File: src/rtl/boot_rom_arb_pkg.sv
// Shared types and default constants for the two-port boot ROM arbiter.
package boot_rom_arb_pkg;

  localparam int unsigned DATA_W        = 32;
  localparam logic [31:0] DEF_BASE_ADDR = 32'h0000_8000;
  localparam int unsigned DEF_ROM_WORDS = 548;
  localparam int unsigned DEF_ROM_AW    = 10;

  typedef enum logic {
    PORT_INSTR = 1'b0,
    PORT_DATA  = 1'b1
  } port_e;

  typedef struct packed {
    logic [DATA_W-1:0] rdata;
    logic              err;
  } rsp_t;

endpackage

File: src/rtl/boot_rom_addr_decode.sv
// Byte address to ROM word index translation with window range check.
module boot_rom_addr_decode
  import boot_rom_arb_pkg::*;
#(
  parameter logic [31:0] BASE_ADDR = DEF_BASE_ADDR,
  parameter int unsigned ROM_WORDS = DEF_ROM_WORDS,
  parameter int unsigned ROM_AW    = DEF_ROM_AW
) (
  input  logic [31:0]       addr,
  output logic              in_range,
  output logic [ROM_AW-1:0] index
);

  logic [31:0] offset;
  logic [29:0] word;

  // Below-base addresses wrap to huge offsets; the explicit compare rejects them.
  assign offset   = addr - BASE_ADDR;
  assign word     = 30'(offset >> 2);
  assign index    = ROM_AW'(word);
  assign in_range = (addr >= BASE_ADDR) && (32'(word) < ROM_WORDS);

endmodule

File: src/rtl/boot_rom_arbiter.sv
// Two-port (instr/data) arbiter onto a single-cycle boot ROM.
// Define BOOT_ROM_ARB_RR_EN for round-robin arbitration; default is fixed instr priority.
module boot_rom_arbiter
  import boot_rom_arb_pkg::*;
#(
  parameter logic [31:0] BASE_ADDR = DEF_BASE_ADDR,
  parameter int unsigned ROM_WORDS = DEF_ROM_WORDS,
  parameter int unsigned ROM_AW    = DEF_ROM_AW
) (
  input  logic              CLK,
  input  logic              RST,
  input  logic              instr_req_i,
  input  logic [31:0]       instr_addr_i,
  output logic              instr_gnt_o,
  output logic              instr_rvalid_o,
  output logic [31:0]       instr_rdata_o,
  output logic              instr_err_o,
  input  logic              data_req_i,
  input  logic [31:0]       data_addr_i,
  output logic              data_gnt_o,
  output logic              data_rvalid_o,
  output logic [31:0]       data_rdata_o,
  output logic              data_err_o,
  output logic              rom_csn_o,
  output logic [ROM_AW-1:0] rom_addr_o,
  input  logic [31:0]       rom_rdata_i
);

  logic              i_in_range, d_in_range;
  logic [ROM_AW-1:0] i_index, d_index;

  logic              gnt_valid;
  port_e             gnt_port;
  logic              gnt_in_range;
  logic [ROM_AW-1:0] gnt_index;
  logic              rom_hit;

  logic              pending_q;
  port_e             owner_q;
  logic              oor_q;
  logic [ROM_AW-1:0] rom_addr_q;
  logic              rsp_valid;
  rsp_t              rsp;

  boot_rom_addr_decode #(
    .BASE_ADDR (BASE_ADDR),
    .ROM_WORDS (ROM_WORDS),
    .ROM_AW    (ROM_AW)
  ) u_instr_dec (
    .addr     (instr_addr_i),
    .in_range (i_in_range),
    .index    (i_index)
  );

  boot_rom_addr_decode #(
    .BASE_ADDR (BASE_ADDR),
    .ROM_WORDS (ROM_WORDS),
    .ROM_AW    (ROM_AW)
  ) u_data_dec (
    .addr     (data_addr_i),
    .in_range (d_in_range),
    .index    (d_index)
  );

`ifdef BOOT_ROM_ARB_RR_EN
  port_e prio_q;
`endif

  // Grant selection; a new grant may overlap the previous response cycle.
  always_comb begin
    gnt_valid = 1'b0;
    gnt_port  = PORT_INSTR;
    if (!RST) begin
      if (instr_req_i && data_req_i) begin
        gnt_valid = 1'b1;
`ifdef BOOT_ROM_ARB_RR_EN
        gnt_port  = prio_q;
`else
        gnt_port  = PORT_INSTR;
`endif
      end else if (instr_req_i) begin
        gnt_valid = 1'b1;
        gnt_port  = PORT_INSTR;
      end else if (data_req_i) begin
        gnt_valid = 1'b1;
        gnt_port  = PORT_DATA;
      end
    end
    gnt_in_range = (gnt_port == PORT_DATA) ? d_in_range : i_in_range;
    gnt_index    = (gnt_port == PORT_DATA) ? d_index : i_index;
    rom_hit      = gnt_valid && gnt_in_range;
  end

  assign instr_gnt_o = gnt_valid && (gnt_port == PORT_INSTR);
  assign data_gnt_o  = gnt_valid && (gnt_port == PORT_DATA);
  assign rom_csn_o   = !rom_hit;
  assign rom_addr_o  = RST ? '0 : (rom_hit ? gnt_index : rom_addr_q);

  always_ff @(posedge CLK) begin
    if (RST) begin
      pending_q  <= 1'b0;
      owner_q    <= PORT_INSTR;
      oor_q      <= 1'b0;
      rom_addr_q <= '0;
`ifdef BOOT_ROM_ARB_RR_EN
      prio_q     <= PORT_INSTR;
`endif
    end else begin
      pending_q <= gnt_valid;
      if (gnt_valid) begin
        owner_q <= gnt_port;
        oor_q   <= !gnt_in_range;
`ifdef BOOT_ROM_ARB_RR_EN
        prio_q  <= (gnt_port == PORT_INSTR) ? PORT_DATA : PORT_INSTR;
`endif
      end
      if (rom_hit) rom_addr_q <= gnt_index;
    end
  end

  // Response is steered to the owner only; RST masks any in-flight response.
  assign rsp_valid = pending_q && !RST;
  assign rsp.rdata = oor_q ? '0 : rom_rdata_i;
  assign rsp.err   = oor_q;

  assign instr_rvalid_o = rsp_valid && (owner_q == PORT_INSTR);
  assign data_rvalid_o  = rsp_valid && (owner_q == PORT_DATA);
  assign instr_rdata_o  = instr_rvalid_o ? rsp.rdata : '0;
  assign instr_err_o    = instr_rvalid_o && rsp.err;
  assign data_rdata_o   = data_rvalid_o ? rsp.rdata : '0;
  assign data_err_o     = data_rvalid_o && rsp.err;

endmodule

File: config.mk
export PLATFORM = sky130hd
export DESIGN_NAME = boot_rom_arbiter
export DESIGN_NICKNAME = d
export VERILOG_FILES = /design/src/rtl/boot_rom_arb_pkg.sv /design/src/rtl/boot_rom_addr_decode.sv /design/src/rtl/boot_rom_arbiter.sv
export SDC_FILE = /design/constraint.sdc
export NUM_CORES = 1
export LEC_CHECK = 0
export ABC_AREA = 1
export BUFFER_PORTS_ARGS = -buffer_cell sky130_fd_sc_hd__buf_2
export CORE_MARGIN = 2
export CORE_UTILIZATION = 36
export CTS_BUF_LIST = sky130_fd_sc_hd__clkbuf_4
export DETAILED_ROUTE_END_ITERATION = 16
export PLACE_DENSITY_LB_ADDON = 0.3
export SYNTH_ARGS = -nofsm -noshare
export SYNTH_HDL_FRONTEND = slang
export SYNTH_SLANG_ARGS = --single-unit
File: constraint.sdc
create_clock -name CLK -period 1.9 [get_ports CLK]
set_clock_uncertainty 0.05 [all_clocks]
set_input_delay 0.19 -clock CLK [delete_from_list [all_inputs] [get_ports CLK]]
set_output_delay 0.19 -clock CLK [all_outputs]
set_load 0.01 [all_outputs]
==> metrics, run 1 <==
num ports=181; first-pass GRT wire length=12.5 mm; Sink Count=13; Setup WS post-layout=-204 ps; GRT Total Usage=0.233; CP Launch Type=input pin; routed via count=3416; die area=6650 sq um; DP HPWL=6.73 mm; kind of critical path=in2out; worst flop-to-flop path startpoint=oor_q; commonest cells after routing, fill and taps aside=168 x buf_2, 98 x nand2_1, 70 x inv_1; fillcell total=525; Register-to-Register Setup Slack=930 ps; status=complete, but fails checks; H-tree levels=1; pin count of the biggest net entering global routing=34; Util after Layout=0.674; maxcap violations=0; Die X=81.6 microns; gp weighted congestion=0.991; Clock Latency Late Sink=290 ps; CTS buffer count=3; Top Metal Used=met4; failing checks=setup timing; Comb power frac=0.520; PD cells=262 nW/um^2; per-cell routed wire length=11.7 microns; initial core utilization=0.370; DR pass1 iterations=4; Post-Route WL=8.49 mm; Mapped Avg Cell Area=5.00 sq um; Worst Setup End Kind=output port; CTS tree=yes; cell depth of the worst hold path=2; switching pwr=413 uW; Seq pwr share=0.284; Met3 Wirelength=610 microns; Final #Nets=753; CTS Hold Bufs=0; final non-filler cell total=726; total global routing overflow=0; Peak Freq=0.475 GHz; drt drc=0; Antenna Nets Post-Route=0; worst slew pin tran=461 ps; post-synthesis register bit count=13; input/output buffers=176; Req. time, crit path=1660 ps; fin crit period=2100 ps; P&R area growth vs syn=82.1%; number of hold violations in the final report=0; Core Region=5850 sq um; worst reg2reg path endpoint=oor_q; clk buf depth=2; Clock Power Share=0.197; Via-to-Cell Ratio=4.71; vias in the first global route=2980; antenna violations before repair=0; unique cell type count in the Yosys netlist=28; DRT iter0 DRCs=125; fin crit share=1.11; cell-internal power=621 uW; most common cell after layout, fill and taps aside=buf_2; Reg2Reg Depth=2; sequential area share after synthesis=0.120; # rows=28; Syn Inst Count=433; CP max FO=8; M1 WL=3.37 mm; Hold EP=owner_q; hold_sp=instr_req_i; synthesized net count=535; synthesized area=2170 sq um; fin. max-slew vios=0; Sw Ratio=0.399; Cells after DPL=717; Clock transition at path regs=100 ps; RSZ-0062 raised after global routing=true; ratio of cells with drive above 1 in the final layout=0.491; Root Driver=clkbuf_4; Hold WC Path Type=in2reg; Ys Warns=0; Leak=0.00226 uW; met2 wire len=4.37 mm; Max VDD drop=0.000238 V; Slew headroom=0.693; crit path DAT=1860 ps; final setup vio count=11; Die Height=81.6 microns
## worst max-delay path: stages
cell and delay (ps):
buf_8 100, inv_6 50, buf_6 90, nand3_4 120
nor2_4 170, nand2_1 60, nand2_1 70, o21ai_1 60
nor2_1 110, nand2_1 70, nor2_2 150, nand2_4 140
nand2_8 150, inv_12 60, nor2_4 80, nor2_2 40
buf_2 140
## registers in the layout, indices dropped and copies added (netlist names)
signal / count
pending_q: 1
oor_q: 1
owner_q: 1
rom_addr_q: 10
## cells by family after synthesis
logic type      count (synthesis)  synth area share
mux                             2           0.00924
buf+inv                        95             0.167
fa+ha+maj                       2            0.0116
compound gates                 15            0.0387
xor+xnor                        7            0.0283
simple gates                  299             0.625
flops                          13             0.120
## power by group through the flow
stage / Sequential [uW] / Clock (uW) / Combinational [uW]
after detailed placement: 299 / 0 / 463
after global routing: 294 / 214 / 592
after CTS: 292 / 205 / 506
final: 293 / 203 / 537
after floorplan: 285 / 0 / 219
after global placement: 298 / 0 / 456
## cells in the mapped netlist
library cell,number,area [sq um]
nand2_1,107,402
inv_1,77,289
nor2_1,71,267
nor3_1,70,350
nand3_1,21,105
clkbuf_1,13,48.8
dfxtp_1,13,260
nor2_2,12,75.1
o21ai_0,7,35.0
xor2_1,7,61.3
nand4_1,6,37.5
nand3b_1,4,30.0
nand2_2,3,18.8
o21ai_1,3,15.0
a21oi_1,2,10.0
buf_1,2,7.51
ha_1,2,25.0
inv_2,2,7.51
mux2i_1,2,20.0
a211oi_1,1,7.51
inv_6,1,8.76
nand2_4,1,11.3
nand2_8,1,20.0
nand3_2,1,10.0
nor2_4,1,11.3
nor3_4,1,16.3
o21bai_1,1,7.51
o31a_1,1,8.76
## metal layers
| metal | up-vias | global-route usage |
|---|---|---|
| li1 | 1785 | - |
| met1 | 1501 | 0.263 |
| met2 | 117 | 0.443 |
| met3 | 13 | 0.0374 |
| met4 | 0 | 0.0678 |
| met5 | - | 0 |
## what timing repair did
| item | CTS | global route |
|---|---|---|
| cloned | 1 | 0 |
| endpoints found under the setup margin | 12 | 27 |
| pin swaps | 37 | 26 |
| resized for setup | 63 | 42 |
| setup buffers | 3 | 0 |
## how the worst max path moves through the flow
| stage | cells past startpoint | start | endpoint |
|---|---|---|---|
| after floorplan | 11 | instr_addr_i[15] | rom_addr_o[2] |
| after global placement | 14 | instr_addr_i[15] | rom_addr_o[7] |
| after detailed placement | 17 | data_addr_i[15] | rom_addr_o[7] |
| after CTS | 17 | data_addr_i[16] | rom_addr_o[5] |
| after global routing | 17 | instr_addr_i[15] | rom_addr_o[8] |
| final | 17 | instr_addr_i[16] | rom_addr_o[5] |
## layout make-up
| class | instances | area [sq um] | area share |
|---|---|---|---|
| Antenna cell | 1 | 2.50 | 0.000634 |
| Clock buffer | 4 | 30.0 | 0.00761 |
| Timing Repair Buffer | 227 | 1360 | 0.345 |
| Inverter | 80 | 325 | 0.0825 |
| Tap cell | 75 | 93.8 | 0.0238 |
| Sequential cell | 13 | 262 | 0.0663 |
| Multi-Input combinational cell | 326 | 1870 | 0.474 |
## per-stage QoR
step | total power (uW) | TNS [ps] | worst slack [ps] | hold slack, ps | instance area, sq um
2_1_floorplan | 503 | 0 | 6.95 | 213 | 2190
3_5_place_dp | 761 | -4150 | -317 | 375 | 3500
3_3_place_gp | 754 | -2720 | -247 | 370 | 3500
5_1_grt | 1100 | -3480 | -324 | 59.9 | 3940
6_report | 1030 | -2100 | -204 | 60.6 | 3950
4_1_cts | 1000 | -1790 | -199 | 58.9 | 3810
No activity file was read; power rests on OpenSTA's default activity.
==> run 2: changes to the inputs <==
Settings changed: CORE_UTILIZATION 36 to 37, SYNTH_HIERARCHICAL set to 1.
==> metrics, run 2 <==
status=complete, but fails checks; failing checks=setup timing; input/output buffers=176 (unchanged); Die X=83.1 microns (+1.9%); maxcap violations=0 (unchanged); worst slew pin tran=356 ps (-105 ps); routed via count=3343 (-2.1%); # rows=28 (unchanged); top cells by count, synth=131 x nand2_1, 72 x inv_1, 67 x nor2_1; Worst Setup End Kind=output port; CTS buffer count=3 (unchanged); critical path's slowest cell=nor2_1; EDFF count, synth=0 (unchanged); Req. time, crit path=1660 ps (about the same); Largest Register=rom_addr_q; Synth area leaders=nand2_1 21%, nor3_1 14%, inv_1 12%; Mapped Avg Cell Area=5.04 sq um (+0.82%); kind of critical path=in2out; most common cell after layout, fill and taps aside=buf_2; commonest cells after routing, fill and taps aside=170 x buf_2, 120 x nand2_1, 70 x inv_1; design area=3710 sq um (-5.8%); Core Region=5990 sq um (+2.4%); Via-to-Cell Ratio=4.61 (-2.0%); clk buf depth=2 (unchanged); slowest stage delay, CP=190 ps (+20 ps); ant diodes=0 (-1); PD cells=278 nW/um^2 (+6.1%); Sink Count=13 (unchanged); initial core utilization=0.386 (+0.0162); H-tree levels=1 (unchanged); FFs w/ async S/R, synth=0 (unchanged); Hold WC Path Type=in2reg; total global routing overflow=0 (unchanged); sequential area share after synthesis=0.112 (-0.00773); num ports=181 (unchanged); Synth top area share=0.212 (+0.0270); register area=262 sq um (unchanged); Die Height=83.1 microns (+1.9%); fin crit share=1.22 (+0.114); drt drc=0 (unchanged); CTS Hold Bufs=0 (unchanged); Primary FF master, synth=dfxtp_1; synthesized net count=561 (+4.9%); placed inst area=3380 sq um (-3.3%); Peak Freq=0.431 GHz (-9.4%); hold_ws=82.9 ps (+22.4 ps); fin crit period=2320 ps (+217 ps); CTS tree=yes; Yosys top cell by area=nand2_1; Post-Place Worst Slack=-536 ps (-219 ps); unique cell type count in the Yosys netlist=25 (-11%); CP Buf/Inv Count=5 (unchanged); Post-Route WL=8.01 mm (-5.6%); synthesized area=2310 sq um (+6.9%); CP Cell Sequence=buf_8, inv_8, ha_4, nand2_4, nor2_4, nor2_1, nor2_1, nand2_1, nor2_2, nand3_2, nor2_2, inv_2, o21ai_4, buf_6, nand2_4, nor2_1, nor2_2, buf_2; pin count of the biggest net entering global routing=27 (-21%); number of hold violations in the final report=0 (unchanged); Final #Nets=753 (unchanged); post-synthesis register bit count=13 (unchanged); die area=6900 sq um (+3.8%); setup TNS=-4030 ps (-1930 ps); Root Driver=clkbuf_4; Ys Warns=6 (+6); Multi-input gate area=1760 sq um (-6.2%); fillcell total=592 (+13%); DP HPWL=6.21 mm (-7.7%); final setup vio count=11 (unchanged); CP max FO=6 (-2); Max VDD drop=0.000201 V (-15%); antenna violations before repair=0 (unchanged); top-count cell post-synth=nand2_1; delay-heaviest family, CP=simple AND/OR/NAND/NOR gates; P&R area growth vs syn=60.5%; Clock Latency Late Sink=270 ps (-20 ps); Clock transition at path regs=80 ps (-20 ps); Syn Inst Count=459 (+6.0%); CP Launch Type=input pin; Setup WS post-layout=-421 ps (-217 ps); DR pass1 iterations=4 (unchanged); first-pass GRT wire length=12.8 mm (+2.4%); crit path DAT=2080 ps (+220 ps); Slew headroom=0.762 (+0.0697); Antenna Nets Post-Route=0 (unchanged); ratio of cells with drive above 1 in the final layout=0.462 (-0.0292); fin. max-slew vios=0 (unchanged); DRT iter0 DRCs=121 (-3.2%); GRT Total Usage=0.212 (-0.0207); per-cell routed wire length=11.1 microns (-5.5%); Largest register FFs=10 (unchanged); vias in the first global route=3035 (+1.8%); Leak=0.00223 uW (-1.5%); RSZ-0062 raised after global routing=true; gp weighted congestion=0.850 (-14%)
run 2: changes by cell type after synthesis, moves of 6 or more:
cell,delta
clkbuf_1,-7
nand2_1,+24
o21ai_0,-7
nand4_1,-6
buf_4,+21
buf_2,+10
run 2: cells by family after synthesis:
family / share of synthesized area
AND/OR/NAND/NOR: 0.604
buffers and inverters: 0.232
flip-flops: 0.112
AO/OA/AOI/OAI: 0.0178
XOR/XNOR: 0.0227
adder cells (fa/ha/maj): 0.0108
run 2: cell type report:
type / count / share of cell area
multi-input combinational: 332 / 0.473
sequential: 13 / 0.0704
tap: 75 / 0.0253
clock buffer: 4 / 0.00808
timing repair buffer: 222 / 0.341
inverter: 79 / 0.0825
run 2: power by group:
group          switching, uW  internal [uW]
Clock                   93.4           95.7
Combinational            300            244
Sequential              16.4            283
Total                    410            622
run 2: path summary, 6_finish.rpt:
kind                                      start             to  slack, ps  cells past startpoint
worst max-delay path            data_addr_i[15]  rom_addr_o[6]       -420                     18
worst min-delay path                 data_req_i        owner_q         80                      2
worst max register to register            oor_q          oor_q        660                      3
worst min register to register          owner_q        owner_q        470                      1
run 2: through the flow:
step                total power [uW]  cells  utilization
floorplan                        579    459            -
global placement                 782    711        0.565
global route                    1120    725        0.620
finish                          1030    725        0.620
CTS                             1010    720        0.595
detailed placement               790    711        0.565
run 2: timing repair:
item	in CTS	in global routing
gates resized for setup	34	28
pin swaps	17	9
buffers inserted	3	4
endpoints found under the setup margin	11	61
cloned	2	1
run 2: metal layers:
metal,share of wire,track usage,routed length (microns)
met5,0,0,0
met4,0.0089,0.0641,71
met3,0.068,0.0398,544
met2,0.54,0.399,4310
met1,0.39,0.240,3090
